===== src/rtl/uart_rx_axis_fifo.sv =====
// UART receiver (8 data bits, optional even parity, 1 stop) feeding a
// first-word-fall-through FIFO exposed as an AXI-Stream master.
module uart_rx_axis_fifo #(
   parameter int CLK_RATE  = 50000000,
   parameter int BAUD      = 115200,
   parameter int WIDTH     = 8,
   parameter int DEPTH     = 8,
   parameter int PARITY_EN = 1,
   parameter logic [WIDTH-1:0] LAST_CHAR = WIDTH'(8'h0A)
) (
   input  logic             clk,
   input  logic             rst_n,
   input  logic             uart_rx,
   output logic [WIDTH-1:0] m_axis_data,
   output logic             m_axis_valid,
   input  logic             m_axis_ready,
   output logic             m_axis_last,
   output logic             parity_err,
   output logic             frame_err,
   output logic             overflow
);
   localparam int BAUD_DIV = CLK_RATE / BAUD;
   localparam int HALF_DIV = BAUD_DIV / 2;
   localparam int CW = $clog2(BAUD_DIV);
   localparam int BW = $clog2(WIDTH + 1);
   localparam int AW = $clog2(DEPTH);
   localparam logic [CW-1:0] BAUD_END = CW'(BAUD_DIV - 1);
   localparam logic [CW-1:0] HALF_END = CW'(HALF_DIV - 1);
   localparam logic [BW-1:0] BIT_END  = BW'(WIDTH - 1);
   localparam logic [AW:0]   FULL_CNT = (AW+1)'(DEPTH);

   typedef enum logic [2:0] {IDLE, START, DATA, PARITY, STOP} state_t;

   state_t state_q, state_d;
   logic sync_q, rx_s_q, rx_prev_q;
   logic [CW-1:0] baud_cnt_q, baud_cnt_d;
   logic [BW-1:0] bit_cnt_q, bit_cnt_d;
   logic [WIDTH-1:0] shift_q, shift_d;
   logic par_q, par_d;
   logic perr_q, perr_d, ferr_q, ferr_d, ovf_q, ovf_d;
   logic [WIDTH:0] mem_q [DEPTH];
   logic [WIDTH:0] mem_d [DEPTH];
   logic [AW-1:0] wr_ptr_q, wr_ptr_d, rd_ptr_q, rd_ptr_d;
   logic [AW:0] count_q, count_d;
   logic push, pop, full, baud_end;

   assign full     = (count_q == FULL_CNT);
   assign pop      = (count_q != '0) && m_axis_ready;
   assign baud_end = (baud_cnt_q == BAUD_END);

   always_comb begin
      state_d    = state_q;
      baud_cnt_d = baud_cnt_q;
      bit_cnt_d  = bit_cnt_q;
      shift_d    = shift_q;
      par_d      = par_q;
      perr_d     = 1'b0;
      ferr_d     = 1'b0;
      ovf_d      = 1'b0;
      push       = 1'b0;
      unique case (state_q)
         IDLE: begin
            baud_cnt_d = '0;
            bit_cnt_d  = '0;
            if (rx_prev_q && !rx_s_q) state_d = START;
         end
         START: begin
            if (baud_cnt_q == HALF_END) begin
               baud_cnt_d = '0;
               state_d    = rx_s_q ? IDLE : DATA;
            end else begin
               baud_cnt_d = baud_cnt_q + 1'b1;
            end
         end
         DATA: begin
            if (baud_end) begin
               baud_cnt_d = '0;
               shift_d    = {rx_s_q, shift_q[WIDTH-1:1]};
               bit_cnt_d  = bit_cnt_q + 1'b1;
               if (bit_cnt_q == BIT_END)
                  state_d = (PARITY_EN != 0) ? PARITY : STOP;
            end else begin
               baud_cnt_d = baud_cnt_q + 1'b1;
            end
         end
         PARITY: begin
            if (baud_end) begin
               baud_cnt_d = '0;
               par_d      = rx_s_q;
               state_d    = STOP;
            end else begin
               baud_cnt_d = baud_cnt_q + 1'b1;
            end
         end
         STOP: begin
            if (baud_end) begin
               baud_cnt_d = '0;
               state_d    = IDLE;
               // exactly one outcome per frame, in priority order
               if (!rx_s_q) ferr_d = 1'b1;
               else if ((PARITY_EN != 0) && ((^shift_q) != par_q))
                  perr_d = 1'b1;
               else if (full) ovf_d = 1'b1;
               else push = 1'b1;
            end else begin
               baud_cnt_d = baud_cnt_q + 1'b1;
            end
         end
         default: state_d = IDLE;
      endcase
   end

   always_comb begin
      mem_d    = mem_q;
      wr_ptr_d = wr_ptr_q;
      rd_ptr_d = rd_ptr_q;
      count_d  = count_q;
      if (push) begin
         mem_d[wr_ptr_q] = {shift_q == LAST_CHAR, shift_q};
         wr_ptr_d = wr_ptr_q + 1'b1;
      end
      if (pop) rd_ptr_d = rd_ptr_q + 1'b1;
      case ({push, pop})
         2'b10:   count_d = count_q + 1'b1;
         2'b01:   count_d = count_q - 1'b1;
         default: count_d = count_q;
      endcase
   end

   always_ff @(posedge clk or negedge rst_n) begin
      if (!rst_n) begin
         sync_q     <= 1'b1;
         rx_s_q     <= 1'b1;
         rx_prev_q  <= 1'b1;
         state_q    <= IDLE;
         baud_cnt_q <= '0;
         bit_cnt_q  <= '0;
         shift_q    <= '0;
         par_q      <= 1'b0;
         perr_q     <= 1'b0;
         ferr_q     <= 1'b0;
         ovf_q      <= 1'b0;
         wr_ptr_q   <= '0;
         rd_ptr_q   <= '0;
         count_q    <= '0;
         for (int i = 0; i < DEPTH; i++) mem_q[i] <= '0;
      end else begin
         sync_q     <= uart_rx;
         rx_s_q     <= sync_q;
         rx_prev_q  <= rx_s_q;
         state_q    <= state_d;
         baud_cnt_q <= baud_cnt_d;
         bit_cnt_q  <= bit_cnt_d;
         shift_q    <= shift_d;
         par_q      <= par_d;
         perr_q     <= perr_d;
         ferr_q     <= ferr_d;
         ovf_q      <= ovf_d;
         wr_ptr_q   <= wr_ptr_d;
         rd_ptr_q   <= rd_ptr_d;
         count_q    <= count_d;
         mem_q      <= mem_d;
      end
   end

   assign m_axis_data  = mem_q[rd_ptr_q][WIDTH-1:0];
   assign m_axis_last  = mem_q[rd_ptr_q][WIDTH];
   assign m_axis_valid = (count_q != '0);
   assign parity_err   = perr_q;
   assign frame_err    = ferr_q;
   assign overflow     = ovf_q;

endmodule

===== config.mk =====
export PLATFORM = sky130hd
export DESIGN_NAME = uart_rx_axis_fifo
export DESIGN_NICKNAME = d
export VERILOG_FILES = /design/src/rtl/uart_rx_axis_fifo.sv
export SDC_FILE = /design/constraint.sdc
export NUM_CORES = 1
export LEC_CHECK = 0
export ABC_AREA = 1
export CAP_MARGIN = 20
export CORE_MARGIN = 1
export CORE_UTILIZATION = 40
export CTS_CLUSTER_SIZE = 12
export DETAILED_ROUTE_END_ITERATION = 8
export SLEW_MARGIN = 15
export SYNTH_ARGS = -nofsm -noshare
export SYNTH_HDL_FRONTEND = slang
export SYNTH_SLANG_ARGS = --single-unit

===== constraint.sdc =====
create_clock -name clk -period 4.3 [get_ports clk]
set_input_delay 0.86 -clock clk [delete_from_list [all_inputs] [get_ports clk]]
set_output_delay 0.86 -clock clk [all_outputs]
set_load 0.01 [all_outputs]

After elaboration in Yosys (flattened, before gate mapping)
Index checks and enable logic that the tools add are counted.
- add/sub/neg operators: 6
- bitwise operators: 2
- muxes and demuxes: 37
- $lt $le $gt $ge: 3
- equal/unequal tests: 18
- reductions and logical operators: 15
- operator list (operator ; number):
    bitwise mux 72 bit ; 1
    two-way mux 9 bit ; 5
    binary-select mux 9 bit (select 3 bit) ; 1
    demux 9 bit (select 3 bit) ; 1
    one-hot mux 9 bit (3 select lines) ; 1
    two-way mux 3 bit ; 6
    two-way mux 1 bit ; 17
    one-hot mux 4 bit (2 select lines) ; 2
    one-hot mux 3 bit (5 select lines) ; 1
    != test 2 bit, second input constant ; 6
    adder 9 x 1 -> 9 bit, second input constant ; 1
    equality test 9 x 8 -> 1 bit, second input constant ; 1
    equality test 9 bit, second input constant ; 1
    adder 4 x 1 -> 4 bit, second input constant ; 2
    equality test 8 x 4 -> 1 bit, second input constant ; 1
    greater-or-equal comparator 4 bit, second input constant ; 2
    inverter 3 -> 4 bit ; 2
    parity 8 bit ; 1
    adder 3 x 1 -> 3 bit, second input constant ; 2
    equality test 3 x 2 -> 1 bit, second input constant ; 2
    AND reduction 2 bit ; 3
    AND reduction 6 bit ; 1
    equality test 4 x 3 -> 1 bit, second input constant ; 1
    equality test 4 bit, second input constant ; 1
    other kinds (16) ; 19
- output and inout bits: 13
- bits in registers: 113

Logic depth before layout (Yosys ltp)
Gate-level depths: netlist (run 1).
- depth after elaboration: 8
- mapped depth: 20
- mapped depth without buffers: 18

Least setup slack after synthesis (run 1)
Ideal clock, no wire load.
- path kind: register to register
- start: register shift_q[2]
- end: register count_q[2]
- cell stages (with the launch flop): 20
- required time: 4.181 ns
- slack: 1.489 ns
- setup time: 0.119 ns
- period minus slack after synthesis: 2.811 ns
- arrival time: 2.692 ns
- path through: dfrtp_1 > clkbuf_1 > inv_1 > ha_1 > inv_1 > nand2_1 > nand3_1 > nand2_1 > nand2_1 > nand2_1 > nor2_4 > buf_4 > inv_1 > ha_1 > xor2_1 > ha_1 > a21oi_1 > a21oi_1 > o21ai_0 > o21a_1
- longest elaborated chain between the ends: 8
- elaborated cells between the ends (all ways): 10
- those cells by class: 3 x eq/ne; 5 x mux; 2 x reduce/logical
- ends and longest elaborated chain (what ; line ; RTL):
    start, declared ; 38 ; logic [WIDTH-1:0] shift_q, shift_d;
    start signal, assigned ; 154 ; shift_q <= shift_d;
    parity 8 bit * ; 101 ; else if ((PARITY_EN != 0) && ((^shift_q) != par_q))
    != test 1 bit * ; 101 ;
    two-way mux 1 bit * ; 101 ;
    two-way mux 1 bit * ; 100 ; if (!rx_s_q) ferr_d = 1'b1;
    two-way mux 1 bit * ; 96 ; if (baud_end) begin
    two-way mux 1 bit * ; 61 ; unique case (state_q)
    equality test 2 x 1 -> 1 bit or equality test 2 bit (tied branches) ; 123 ; case ({push, pop})
    one-hot mux 4 bit (2 select lines) or nonzero test 2 bit (tied branches) ; - ;
    end signal, assigned ; 161 ; count_q <= count_d;
    end, declared ; 44 ; logic [AW:0] count_q, count_d;
Mark *: on every way between the ends. The rest lies on a longest branch, timed or not.
A chain may end at the register's enable or synchronous reset.

Worst setup path after layout (run 1)
- start: register rd_ptr_q[1]
- end: output port m_axis_data[3]
- longest elaborated chain between the ends: 4
- ends and longest elaborated chain (what ; line ; RTL):
    start, declared ; 43 ; logic [AW-1:0] wr_ptr_q, wr_ptr_d, rd_ptr_q, rd_ptr_d;
    start signal, assigned ; 160 ; rd_ptr_q <= rd_ptr_d;
    inverter 3 -> 4 bit (not written as such) ; 166 ; assign m_axis_data = mem_q[rd_ptr_q][WIDTH-1:0];
    binary-select mux 9 bit (select 3 bit) ; 166 ;
    two-way mux 9 bit (2 in a row) ; - ;
    end, declared ; 14 ; output logic [WIDTH-1:0] m_axis_data,
Every way passes these cells. The select of a mux whose other input is x is not followed.

==> results of run 1 <==
[flip-flops by register name (all words and copies together), names as in the netlist]
name        flops
mem_q          72
baud_cnt_q      9
shift_q         8
bit_cnt_q       4
count_q         4
rd_ptr_q        3
state_q         3
wr_ptr_q        3
frame_err       1
overflow        1
par_q           1
parity_err      1
rx_prev_q       1
rx_s_q          1
sync_q          1
[per-stage QoR]
stage               instance area (um2)  hold WS [ps]  instances
detailed placement                 5964         356.2        882
CTS                                6576         368.0        914
finish                             6576         367.2        914
global route                       6576         372.5        914
floorplan                          5720         345.2        717
global placement                   5964         347.7        882
[cell families (layout without fill, tap and decap cells)]
group                    after synthesis  after routing  synth area share, %
AO/OA/AOI/OAI                         67             67                7.218
XOR/XNOR                              10             10                1.531
adder cells (fa/ha/maj)               13             13                2.843
buffers and inverters                 77             94                5.927
flip-flops                           113            113                49.50
multiplexers                           1              1               0.1750
AND/OR/NAND/NOR                      436            436                32.81
[final cells by class]
type                       instances  area share, %
clock buffer                      24          7.782
clock inverter                     8          1.522
inverter                          42          2.397
multi-input combinational        527          38.77
sequential                       113          43.06
tap                              180          3.425
timing repair buffer              20          3.044
[report_power, final]
| part | switching, uW | total [uW] | internal, uW | leakage [uW] |
|---|---|---|---|---|
| sequential | 116 | 1240 | 1130 | 0.00155 |
| clock | 495 | 1440 | 943 | 0.000290 |
| combinational | 637 | 1050 | 410 | 0.00149 |
| total | 1250 | 3730 | 2480 | 0.00333 |
[how the worst max path moves through the flow]
| stage | end | depth (start not counted) | slack [ps] | startpoint |
|---|---|---|---|---|
| 6_report | m_axis_data[3] | 5 | 840 | rd_ptr_q[1] |
| 5_1_grt | m_axis_data[3] | 5 | 610 | rd_ptr_q[1] |
| 4_1_cts | m_axis_last | 5 | 880 | rd_ptr_q[1] |
| 3_5_place_dp | count_q[2] | 15 | 1280 | shift_q[7] |
| 3_3_place_gp | count_q[2] | 17 | 1390 | shift_q[2] |
| 2_1_floorplan | count_q[2] | 19 | 1490 | shift_q[2] |
[worst max-delay path, delay by kind of cell, from the launching register on]
kind                   cells  cell delay (ps)
AND/OR/NAND/NOR            2              190
flip-flops                 1             1000
buffers and inverters      1              530
AO/OA/AOI/OAI              2              480
[layer usage]
metal  part of all wire (%)  vias to the layer above  routed length (um)
met5                      0                        -                   0
met4                    1.5                        0                 223
met3                    6.0                       21                 889
met2                     46                      167                6758
met1                     47                     2386                6864
li1                       -                     2352                   -
[cell usage in the layout, fill, tap and decap left out, drive strengths merged, types with 8 or more instances in the layout]
cell type,instances
nand3,91
o32ai,18
nand2,243
xor2,8
ha,13
dfrtp,110
nand4,10
o21ai,34
inv,39
clkbuf,24
a21oi,12
clkdlybuf4s50,15
nor3,11
nor2,80
==> impl_metrics.tcl, run 1 <==
set metrics [dict create \
    post_cts_resized 0 \
    power-per-cell-area_nw_per_um2 566.7 \
    first_global_vias 4616 \
    dr_total_vias 4926 \
    place_congestion 0.8755 \
    cp.required_ps 3440 \
    rsz0062_at_grt "false" \
    pre_cts_ws_ps 1284 \
    busiest_layer "met2" \
    maxCapViolCount 0 \
    async_reset_ff_share_pct 100.0 \
    fp.dieW_um 121.6 \
    period_share_pct 80.56 \
    syn-num-nets 734 \
    clock_skew_ps 7.758 \
    cts.sinks 113 \
    cts_setup_buffers 0 \
    min_path_type "reg -> reg" \
    core_area_um2 13930 \
    cts_made_buffers 17 \
    synthFlopType "dfrtp_1" \
    drtIter0Drc 433 \
    grt_usage_pct 21.61 \
    grt_use_met2_pct 32.92 \
    crit_top_cell "nand2_1" \
    clk_pin_slew_ps 50 \
    multi_input_area_um2 2550 \
    crit_type "reg -> out" \
    worst_pin_slew_ps 1000 \
    regArea_um2 2831 \
    synthCells 717 \
    relSlewSlack_pct 33.30 \
    rr_startpoint "shift_q[7]" \
    use_met1_pct 29.72 \
    ys_ff_latch 113 \
    diodes 0 \
    avgViaCountPerCell 5.389 \
    reg2reg_slack_ps 1220 \
    start_util_pct 41.05 \
    cts_root_buf "clkbuf_16" \
    ctsHoldBuffers 0 \
    ios 17 \
    layout_setup_ws_ps 836.0 \
    grt_util_met3_pct 5.571 \
    crit_slowest_cell "dfrtp_1" \
    yosysWarnings 0 \
    yosysTopAreaCellShare_pct 48.12 \
    reg2reg_depth 15 \
    grt_pass1_wl_mm 24.15 \
    min_to "rx_s_q" \
    holdPathStages 0 \
    post_synth_num_cell_types 31 \
    fmax_mhz 288.7 \
    yosysMostFrequentCell "nand2_1" \
    antenna_found_initial 0 \
    die_h_um 121.6 \
    remaining_drc_errors 0 \
    end_kind "primary output" \
    crit_path_cell_trace "o21ai_0, o32ai_1, nand2_1, nand2_1, clkdlybuf4s50_1" \
    syn_area_um2 5720 \
    cts_htree_levels 4 \
    wl_mm 14.74 \
    wl_per_cell_um 16.12 \
    synth-edff-count 0 \
    ys_top_cells_by_area "dfrtp_1, nand2_1, nand3_1" \
    synth_area_per_cell_um2 7.978 \
    cp_max_fo 38 \
    critPathArrivalTime_ps 2600 \
    p_leak_uw 0.003328 \
    status "completed" \
    grt_max_degree 86 \
    fp.dieArea_um2 14780 \
    drive_gt1_share_pct 8.719 \
    tns_ps 0 \
    p_total_uw 3727 \
    setup_viol 0 \
    utilization_pct 47.19 \
    cts_tree "built" \
    fillers 1380 \
    start_kind "flip-flop" \
    irDropWorstVdd_uv 392.6 \
    r2r_end "count_q[2]" \
    io_buffers 16 \
    max_stage_delay_ps 1000 \
    drv_slew 0 \
    ys_seq_area_share_pct 49.50 \
    fin_nets 738 \
    grt_overflow 0 \
    rows 43 \
    clockBufferDepth 2 \
    final_antenna_net_count 0 \
    synth_commonest_cells "nand2_1, dfrtp_1, nand3_1" \
    min_from "sync_q" \
    syn2layout_area_growth_pct 14.96 \
    drtPass1Iterations 5 \
    hpwl_mm 9.719 \
    yosysTopAreaCell "dfrtp_1" \
    finalHoldViolations 0 \
    fin_crit_ps 3464 \
    clock_latency_ps 410 \
]
No activity file was read; power rests on OpenSTA's default activity.
==> run 2, diff against run 1 <==
clock period = 3.1 ns   (was 4.3 ns; I/O delays follow)
==> run 2 against run 1 <==
  * Utilization increased by 1.4 points
  * Non-clock buffer count is 18 higher
  * Flip-flop and latch count did not move
  * Largest cell class unchanged
  * Critical endpoint unchanged
  * Die area is the same
  * Sequential power increased by 37%
  * Count of clock-buffer cells in the layout is 3 lower
==> impl_metrics.tcl, run 2 (synthesis gave the netlist of run 1 again) <==
set metrics [dict create \
    status "completed" \
    maxCapViolCount 0 \
    fp.dieW_um 121.6 \
    ios 17 \
    layout_commonest_cell "nand2_1" \
    dr_total_vias 4940 \
    power-per-cell-area_nw_per_um2 786.7 \
    fin_nets 756 \
    clock_power_share_pct 38.4 \
    wl_per_cell_um 15.81 \
    clockBufferDepth 2 \
    antenna_found_initial 0 \
    min_path_type "in -> async" \
    core_area_um2 13930 \
    critical-path-top-delay-family "buffers and inverters" \
    fp.dieArea_um2 14780 \
    crit_type "reg -> out" \
    io_buffers 16 \
    layout_common_cells "nand2_1, dfrtp_1, nand3_1" \
    grt_overflow 0 \
    drv_slew 0 \
    cts.sinks 113 \
    p_total_uw 5323 \
    layout_setup_ws_ps 152.7 \
    critPathArrivalTime_ps 2330 \
    irDropWorstVdd_uv 345.7 \
    crit_slowest_cell "clkdlybuf4s50_1" \
    place_congestion 0.8203 \
    max_stage_delay_ps 550 \
    setup_viol 0 \
    crit_path_cell_trace "buf_12, nor2_1, o32ai_1, nand2_1, nand2_1, clkdlybuf4s50_1" \
    cts_tree "built" \
    p_leak_uw 0.003452 \
    worst_pin_slew_ps 694.4 \
    drtIter0Drc 443 \
    cp.required_ps 2480 \
    drtPass1Iterations 5 \
    grt_max_degree 60 \
    hpwl_mm 9.916 \
    largest_register "mem_q" \
    pwr-share-comb_pct 29.6 \
    remaining_drc_errors 0 \
    avgViaCountPerCell 5.300 \
    p_int_uw 3586 \
    cts_root_buf "clkbuf_16" \
    p_sw_uw 1736 \
    diodes 0 \
    reg.largest.list "mem_q (72), baud_cnt_q (9), shift_q (8)" \
    ctsHoldBuffers 0 \
    clk_pin_slew_ps 50 \
    fin_crit_ps 2947 \
    cts_htree_levels 4 \
    cts_made_buffers 17 \
    wl_mm 14.73 \
    drive_gt1_share_pct 10.90 \
    largest_register_ffs 72 \
    clock_latency_ps 420 \
    start_kind "flip-flop" \
    grt_pass1_wl_mm 24.77 \
    finalHoldViolations 0 \
    period_share_pct 95.07 \
    clock_skew_ps 8.794 \
    grt_usage_pct 21.97 \
    cp_max_fo 37 \
    tns_ps 0 \
    pre_cts_ws_ps 296.0 \
    rsz0062_at_grt "false" \
    crit_top_cell "nand2_1" \
    final_antenna_net_count 0 \
    critPathBufInv 2 \
    first_global_vias 4839 \
    start_util_pct 41.05 \
    syn2layout_area_growth_pct 18.26 \
    end_kind "primary output" \
    netSwitchingFraction_pct 32.62 \
    fmax_mhz 339.3 \
    rows 43 \
    relSlewSlack_pct 53.54 \
    die_h_um 121.6 \
    sequentialPowerShare_pct 31.9 \
]
==> run 2: path summary, 6_finish.rpt <==
kind	cells after the start	slack, ps	end	from
worst max-delay path	6	150	m_axis_data[3]	rd_ptr_q[0]
min in group clk	0	360	rx_s_q	sync_q
worst max register to register	13	280	mem_q[8]	shift_q[2]
max in group asynchronous	2	2100	rx_s_q	rst_n
worst min-delay path	1	220	mem_q[32]	rst_n
worst min register to register	0	360	rx_s_q	sync_q
==> run 2: power by group through the flow <==
stage	clock network, uW	registers (uW)	logic [uW]
detailed placement	0	1720	1570
finish	2050	1700	1580
global route	2150	1710	1770
floorplan	0	1650	1040
global placement	0	1710	1540
CTS	2080	1690	1570
==> run 2: layout make-up <==
cell class              count  area, um2
multi-input cells         527       2557
inverters                  42      157.7
clock inverters            11      160.2
repair buffers             38      372.9
fillers                  1363       7169
well taps                 180      225.2
flip-flops and latches    113       2831
clock buffers              21      460.4
==> run 2: timing repair <==
item,4_1_cts,5_1_grt
setup endpoints to repair,0,1
setup buffers,0,0
resized for setup,0,1
==> run 2: routing by layer <==
metal	vias up	share of wire [%]	track usage, %
li1	2396	-	-
met1	2375	45	29.35
met2	137	46	34.09
met3	32	5.7	4.541
met4	0	2.7	10.42
met5	-	0	0
==> run 2: through the flow <==
stage,std cells,hold WS [ps],area [um2],util (%)
2_1_floorplan,717,324.4,5720,-
3_3_place_gp,900,346.7,6137,44.04
3_5_place_dp,900,347.2,6137,44.04
4_1_cts,932,239.3,6758,48.50
5_1_grt,932,270.8,6765,48.55
6_report,932,216.6,6765,48.55
